$ cat config.mk
export PLATFORM = sky130hd
export DESIGN_NAME = seg7_scan_to_bcd
export DESIGN_NICKNAME = d
export VERILOG_FILES = /design/src/rtl/seg7_scan_to_bcd.sv
export SDC_FILE = /design/constraint.sdc
export NUM_CORES = 1
export LEC_CHECK = 0
export BUFFER_PORTS_ARGS = -buffer_cell sky130_fd_sc_hd__buf_4
export CORE_ASPECT_RATIO = 0.7
export CORE_MARGIN = 5
export CORE_UTILIZATION = 40
export CTS_BUF_LIST = sky130_fd_sc_hd__clkbuf_16
export CTS_CLUSTER_DIAMETER = 80
export DETAILED_ROUTE_END_ITERATION = 16
export PLACE_DENSITY_LB_ADDON = 0.15
export SYNTH_ARGS = -nofsm -noshare
export SYNTH_HDL_FRONTEND = slang
export SYNTH_SLANG_ARGS = --single-unit
$ cat constraint.sdc
create_clock -name clk -period 5.1 [get_ports clk]
set_input_delay 0.255 -clock clk [delete_from_list [all_inputs] [get_ports clk]]
set_output_delay 0.255 -clock clk [all_outputs]
set_load 0.05 [all_outputs]
$ cat src/rtl/seg7_scan_to_bcd.sv
// Decodes scanned 7-segment patterns back to BCD, debounces each digit and
// publishes one multi-digit frame per distinct stable set over a valid/ready handshake.
module seg7_scan_to_bcd #(
    parameter int unsigned NUM_DIGITS = 4,
    parameter int unsigned STABLE_CNT = 3
) (
    input  logic                      clk,
    input  logic                      rst,
    input  logic                      sample_en,
    input  logic [6:0]                seg_in,
    input  logic [NUM_DIGITS-1:0]     dig_sel,
    output logic [4*NUM_DIGITS-1:0]   bcd_out,
    output logic [NUM_DIGITS-1:0]     blank_out,
    output logic                      err_out,
    output logic                      out_valid,
    input  logic                      out_ready
);

    localparam int unsigned CNT_W = $clog2(STABLE_CNT + 1);
    localparam int unsigned BCD_W = 4 * NUM_DIGITS;
    localparam int unsigned TRK_W = 6;

    typedef enum logic {
        S_COLLECT,
        S_HOLD
    } state_t;

    // Pattern -> {code[3:0], blank, illegal}
    function automatic logic [TRK_W-1:0] decode(input logic [6:0] seg);
        logic [TRK_W-1:0] res;
        case (seg)
            7'b1111110: res = {4'h0, 1'b0, 1'b0};
            7'b0110000: res = {4'h1, 1'b0, 1'b0};
            7'b1101101: res = {4'h2, 1'b0, 1'b0};
            7'b1111001: res = {4'h3, 1'b0, 1'b0};
            7'b0110011: res = {4'h4, 1'b0, 1'b0};
            7'b1011011: res = {4'h5, 1'b0, 1'b0};
            7'b1011111: res = {4'h6, 1'b0, 1'b0};
            7'b1110000: res = {4'h7, 1'b0, 1'b0};
            7'b1111111: res = {4'h8, 1'b0, 1'b0};
            7'b1111011: res = {4'h9, 1'b0, 1'b0};
            7'b0000000: res = {4'h0, 1'b1, 1'b0};
            default:    res = {4'hF, 1'b0, 1'b1};
        endcase
        return res;
    endfunction

    logic [TRK_W-1:0]  w_dec;
    logic              w_onehot;
    logic              w_accept;
    logic              w_all_stable;
    logic              w_any_illegal;
    logic              w_set_differs;
    logic [BCD_W-1:0]  w_set_bcd;
    logic [NUM_DIGITS-1:0] w_set_blank;

    logic [TRK_W-1:0]  r_trk [NUM_DIGITS];
    logic [CNT_W-1:0]  r_cnt [NUM_DIGITS];
    state_t            r_state;
    logic              r_sel_err;
    logic              r_published;
    logic [BCD_W-1:0]  r_last_bcd;
    logic [NUM_DIGITS-1:0] r_last_blank;

    assign w_dec    = decode(seg_in);
    assign w_onehot = $onehot(dig_sel);
    assign w_accept = sample_en & w_onehot;

    // Per-digit run trackers
    always_ff @(posedge clk) begin
        if (rst) begin
            for (int i = 0; i < NUM_DIGITS; i++) begin
                r_trk[i] <= '0;
                r_cnt[i] <= '0;
            end
        end else if (w_accept) begin
            for (int i = 0; i < NUM_DIGITS; i++) begin
                if (dig_sel[i]) begin
                    if (r_trk[i] == w_dec) begin
                        if (r_cnt[i] != CNT_W'(STABLE_CNT))
                            r_cnt[i] <= r_cnt[i] + CNT_W'(1);
                    end else begin
                        r_trk[i] <= w_dec;
                        r_cnt[i] <= CNT_W'(1);
                    end
                end
            end
        end
    end

    always_comb begin
        w_all_stable  = 1'b1;
        w_any_illegal = 1'b0;
        w_set_bcd     = '0;
        w_set_blank   = '0;
        for (int i = 0; i < NUM_DIGITS; i++) begin
            if (r_cnt[i] != CNT_W'(STABLE_CNT))
                w_all_stable = 1'b0;
            w_set_bcd[4*i +: 4] = r_trk[i][5:2];
            w_set_blank[i]      = r_trk[i][1];
            w_any_illegal       = w_any_illegal | r_trk[i][0];
        end
    end

    // Illegal digits are the only F nibbles and blanks carry their own bit, so {bcd, blank} identifies a set
    assign w_set_differs = !r_published || (w_set_bcd != r_last_bcd) || (w_set_blank != r_last_blank);

    // Frame publisher; a new bad select wins over the clear on handshake
    always_ff @(posedge clk) begin
        if (rst) begin
            r_state      <= S_COLLECT;
            out_valid    <= 1'b0;
            bcd_out      <= '0;
            blank_out    <= '0;
            err_out      <= 1'b0;
            r_sel_err    <= 1'b0;
            r_published  <= 1'b0;
            r_last_bcd   <= '0;
            r_last_blank <= '0;
        end else begin
            if (sample_en && !w_onehot)
                r_sel_err <= 1'b1;
            else if (out_valid && out_ready)
                r_sel_err <= 1'b0;

            case (r_state)
                S_COLLECT: begin
                    if (w_all_stable && w_set_differs) begin
                        bcd_out   <= w_set_bcd;
                        blank_out <= w_set_blank;
                        err_out   <= w_any_illegal | r_sel_err;
                        out_valid <= 1'b1;
                        r_state   <= S_HOLD;
                    end
                end
                S_HOLD: begin
                    if (out_ready) begin
                        out_valid    <= 1'b0;
                        r_published  <= 1'b1;
                        r_last_bcd   <= bcd_out;
                        r_last_blank <= blank_out;
                        r_state      <= S_COLLECT;
                    end
                end
                default: r_state <= S_COLLECT;
            endcase
        end
    end

endmodule

==> qor.txt <==
LAYOUT
-------------------------------------------------------------------------------------------------
Antenna cells ......................................................................            0
Post-layout nets ...................................................................          515
Fraction of layout instances using a drive strength above 1 ........................        14.9%
Commonest cells after routing, fill and taps aside ................................. nand2_1 (62), a21oi_1 (57), dfxtp_1 (45), buf_4 (40), edfxtp_1 (32)
Leading cell type in the layout, fill and taps excluded ............................      nand2_1
Number of cells in the finished layout apart from fillers ..........................          630
Layout overhead on the synthesized area ............................................        13.8%

ROUTE
-------------------------------------------------------------------------------------------------
Wire length on met1 ................................................................      6500 µm
Met3 routed WL .....................................................................       719 µm
Total vias in the final route ......................................................         3807
Vias per Instance ..................................................................         6.04
First-iteration detailed-routing DRC count .........................................          368
Routed WL per cell .................................................................      19.8 µm
Total detailed-routing wirelength ..................................................     12500 µm
Antenna Violating Nets Remaining ...................................................            0
Drt drc ............................................................................            0
Router iterations before antenna repair ............................................            4
WL met2 ............................................................................      5100 µm
Uppermost metal layer occupied by signal nets ......................................         met4

CLOCKING
-------------------------------------------------------------------------------------------------
Root Buffer Master .................................................................    clkbuf_16
H-tree levels ......................................................................            3
Clock latency of the later-clocked register in the worst-skew pair .................      0.34 ns
CTS tree ...........................................................................          yes
Post-CTS Setup Bufs ................................................................            0
Hold-fix buffers, CTS ..............................................................            0
Count of clock tree sinks ..........................................................           77
CTS buffer count ...................................................................            9
Clock transition at the registers of the reported paths ............................      0.06 ns
Buffers from clock root to sink, at most ...........................................            2
Number of gates resized after cts ..................................................            0

STA
-------------------------------------------------------------------------------------------------
Achievable clock frequency .........................................................    0.356 GHz
Setup violators final ..............................................................            0
Final total negative setup slack ...................................................         0 ns
Hold Fails Final Rpt ...............................................................            0
Minimum hold slack .................................................................     0.171 ns
Max-slew violation count ...........................................................            0
Final clock skew ...................................................................   0.00831 ns
Setup repair after global routing missed its margin ................................        false
Ratio of final minimum period to clock period ......................................        55.1%
Remaining max-slew budget at the tightest pin ......................................        35.9%
Transition time of the tightest slew-check pin .....................................     0.961 ns
Minimum clock period ...............................................................      2.81 ns

SETUP PATH
-------------------------------------------------------------------------------------------------
Arrival time of the worst setup path ...............................................      2.78 ns
Top fanout value on the critical path ..............................................           17
Required time reported for the critical path endpoint ..............................      5.07 ns
Critical Path Start Type ........................................................... primary input
Startpoint-to-endpoint class of the critical path ..................................       in2reg
Kind of end point of the critical path .............................................     register

FLOORPLAN
-------------------------------------------------------------------------------------------------
DIE WIDTH ..........................................................................       134 µm
Die Height .........................................................................      96.8 µm
Full die area ......................................................................   0.0130 mm²
Row cnt ............................................................................           31
Initial standard-cell utilization of the core ......................................        41.2%
CORE AREA ..........................................................................   0.0104 mm²
Top-Level Pins .....................................................................           37

YOSYS
-------------------------------------------------------------------------------------------------
Area share of the leading cell type in the synthesized netlist .....................        22.3%
Sequential element share of the synthesized area ...................................        43.3%
Proportion of synthesized flip-flops having asynchronous set or reset ..............           0%
Number of distinct library cell variants in the gate-level netlist after synthesis .           65
Commonest register cell after synthesis ............................................      dfxtp_1
Library cell occupying the most area in the post-synthesis netlist .................     edfxtp_1
Number of enable flip-flop cells after synthesis ...................................           32
Ranking of synthesized cells by area ............................................... edfxtp_1 (22%), dfxtp_1 (21%), a21oi_1 (6.6%), nand2_1 (5.4%), xnor2_1 (3.9%)
Warning count from the yosys run ...................................................            0
Post-synthesis average cell area ...................................................     9.00 µm²
Post-Syn Area ......................................................................  0.00430 mm²
Number of instances in the synthesized netlist .....................................          478
Number of synthesized register bits ................................................           77
Synthesized Nets ...................................................................          500

PWR
-------------------------------------------------------------------------------------------------
Pwr Total ..........................................................................      1.46 mW
Power density relative to cell area ................................................   297 mW/mm²
Leakage power ......................................................................      1.69 nW
Worst vdd rail ir drop .............................................................       163 µV

PLACED DESIGN
-------------------------------------------------------------------------------------------------
Global placer's final weighted congestion ..........................................        0.824
Post-DP HPWL .......................................................................      9000 µm
Port Buf Inserts ...................................................................           36
Number of placed cells counting well taps ..........................................          614

GLOBAL ROUTE
-------------------------------------------------------------------------------------------------
Global-route wire length before repair .............................................     19500 µm
Maximum number of pins on one net before global-route repair .......................           52
Total overflow reported by the global router .......................................            0
Initial antenna violation count ....................................................            0
Via count of the first global-routing pass .........................................         3470
Total routing resource utilization after global routing ............................        19.0%

FLOW RUN
-------------------------------------------------------------------------------------------------
Max capacitance violation total ....................................................            0

STATUS
-------------------------------------------------------------------------------------------------
Run status ......................................................................... complete, no violations

HOLD PATH
-------------------------------------------------------------------------------------------------
HP Class ...........................................................................       in2reg

==> critical path: stages <==
cell     delay (ns)
buf_4          0.16
or3b_1         0.38
a21oi_1        0.25
nor4_2         0.08
buf_4          0.21
nor2_1         0.42
xor2_1         0.31
a41oi_1        0.71
==> layout make-up <==
class                           instances  area (µm²)
Tap cell                              132         165
Inverter                                8        30.0
Sequential cell                        77        1860
Clock buffer                           10         250
Clock inverter                          6        42.5
Timing Repair Buffer                   40         300
Fill cell                            1020        5540
Multi-Input combinational cell        357        2250
==> Yosys cell counts (4+ instances only) <==
master	instances
o21ai_1	4
nor2_1	15
nor4_1	5
o21ai_0	24
edfxtp_1	32
dfxtp_1	45
a31oi_1	7
nand4_1	8
a41oi_1	6
xnor2_1	19
nand2_1	62
nand4b_1	4
buf_2	5
clkbuf_1	22
nor3_1	8
a311oi_1	10
inv_1	8
or2_2	6
a211oi_1	12
nand3_1	25
nor3b_1	4
and3_1	5
xor2_1	12
ha_1	6
a21oi_1	57
==> stage by stage <==
| step | area, µm² | utilization (%) | setup slack, ns |
|---|---|---|---|
| final | 4900 | 46.9 | 2.29 |
| after global routing | 4900 | 46.9 | 2.13 |
| after CTS | 4900 | 46.9 | 2.33 |
| after detailed placement | 4610 | 44.1 | 2.00 |
| after global placement | 4610 | 44.1 | 2.04 |
| after floorplan | 4300 | - | 2.42 |
==> worst paths after layout <==
| kind | slack [ns] | start | endpoint | depth (start not counted) |
|---|---|---|---|---|
| setup / recovery | 2.29 | seg_in[1] | r_trk[0][2]$_SDFFCE_PN0P_ | 8 |
| hold / removal | 0.17 | sample_en | r_sel_err$_SDFFE_PP0P_ | 3 |
| setup reg to reg | 2.42 | r_trk[0][4]$_SDFFCE_PN0P_ | bcd_out[8]$_SDFFE_PP0P_ | 6 |
| hold reg to reg | 0.46 | bcd_out[12]$_SDFFE_PP0P_ | r_last_bcd[12]$_SDFFE_PP0P_ | 2 |
==> where the power goes <==
group | leakage (nW) | switching (mW) | internal, mW
clock network | 0.142 | 0.264 | 0.362
logic | 0.845 | 0.0870 | 0.0524
registers | 0.698 | 0.0283 | 0.663
==> cell families (layout without fill, tap and decap cells) <==
family | Yosys count | count (layout) | synth area share [%]
buffers and inverters | 44 | 64 | 4.62
xor gates and xnor gates | 31 | 31 | 6.31
adders and majority gates | 7 | 7 | 2.21
muxes | 1 | 1 | 0.233
and+or+nand+nor | 176 | 176 | 22.2
DFF | 77 | 77 | 43.3
AOI/OAI and AO/OA | 142 | 142 | 21.1
==> sequential cells by signal, summed over array words and instances, names as in the netlist <==
signal,flops
bcd_out,16
blank_out,4
err_out,1
out_valid,1
r_cnt,8
r_last_bcd,16
r_last_blank,4
r_published,1
r_sel_err,1
r_state,1
r_trk,24
==> layer usage <==
metal	up-vias	global-route usage [%]
met5	-	0
met1	1855	30.3
met3	8	4.25
met2	124	25.5
met4	0	4.66
li1	1820	-
Power figures use the tool's default switching activity.
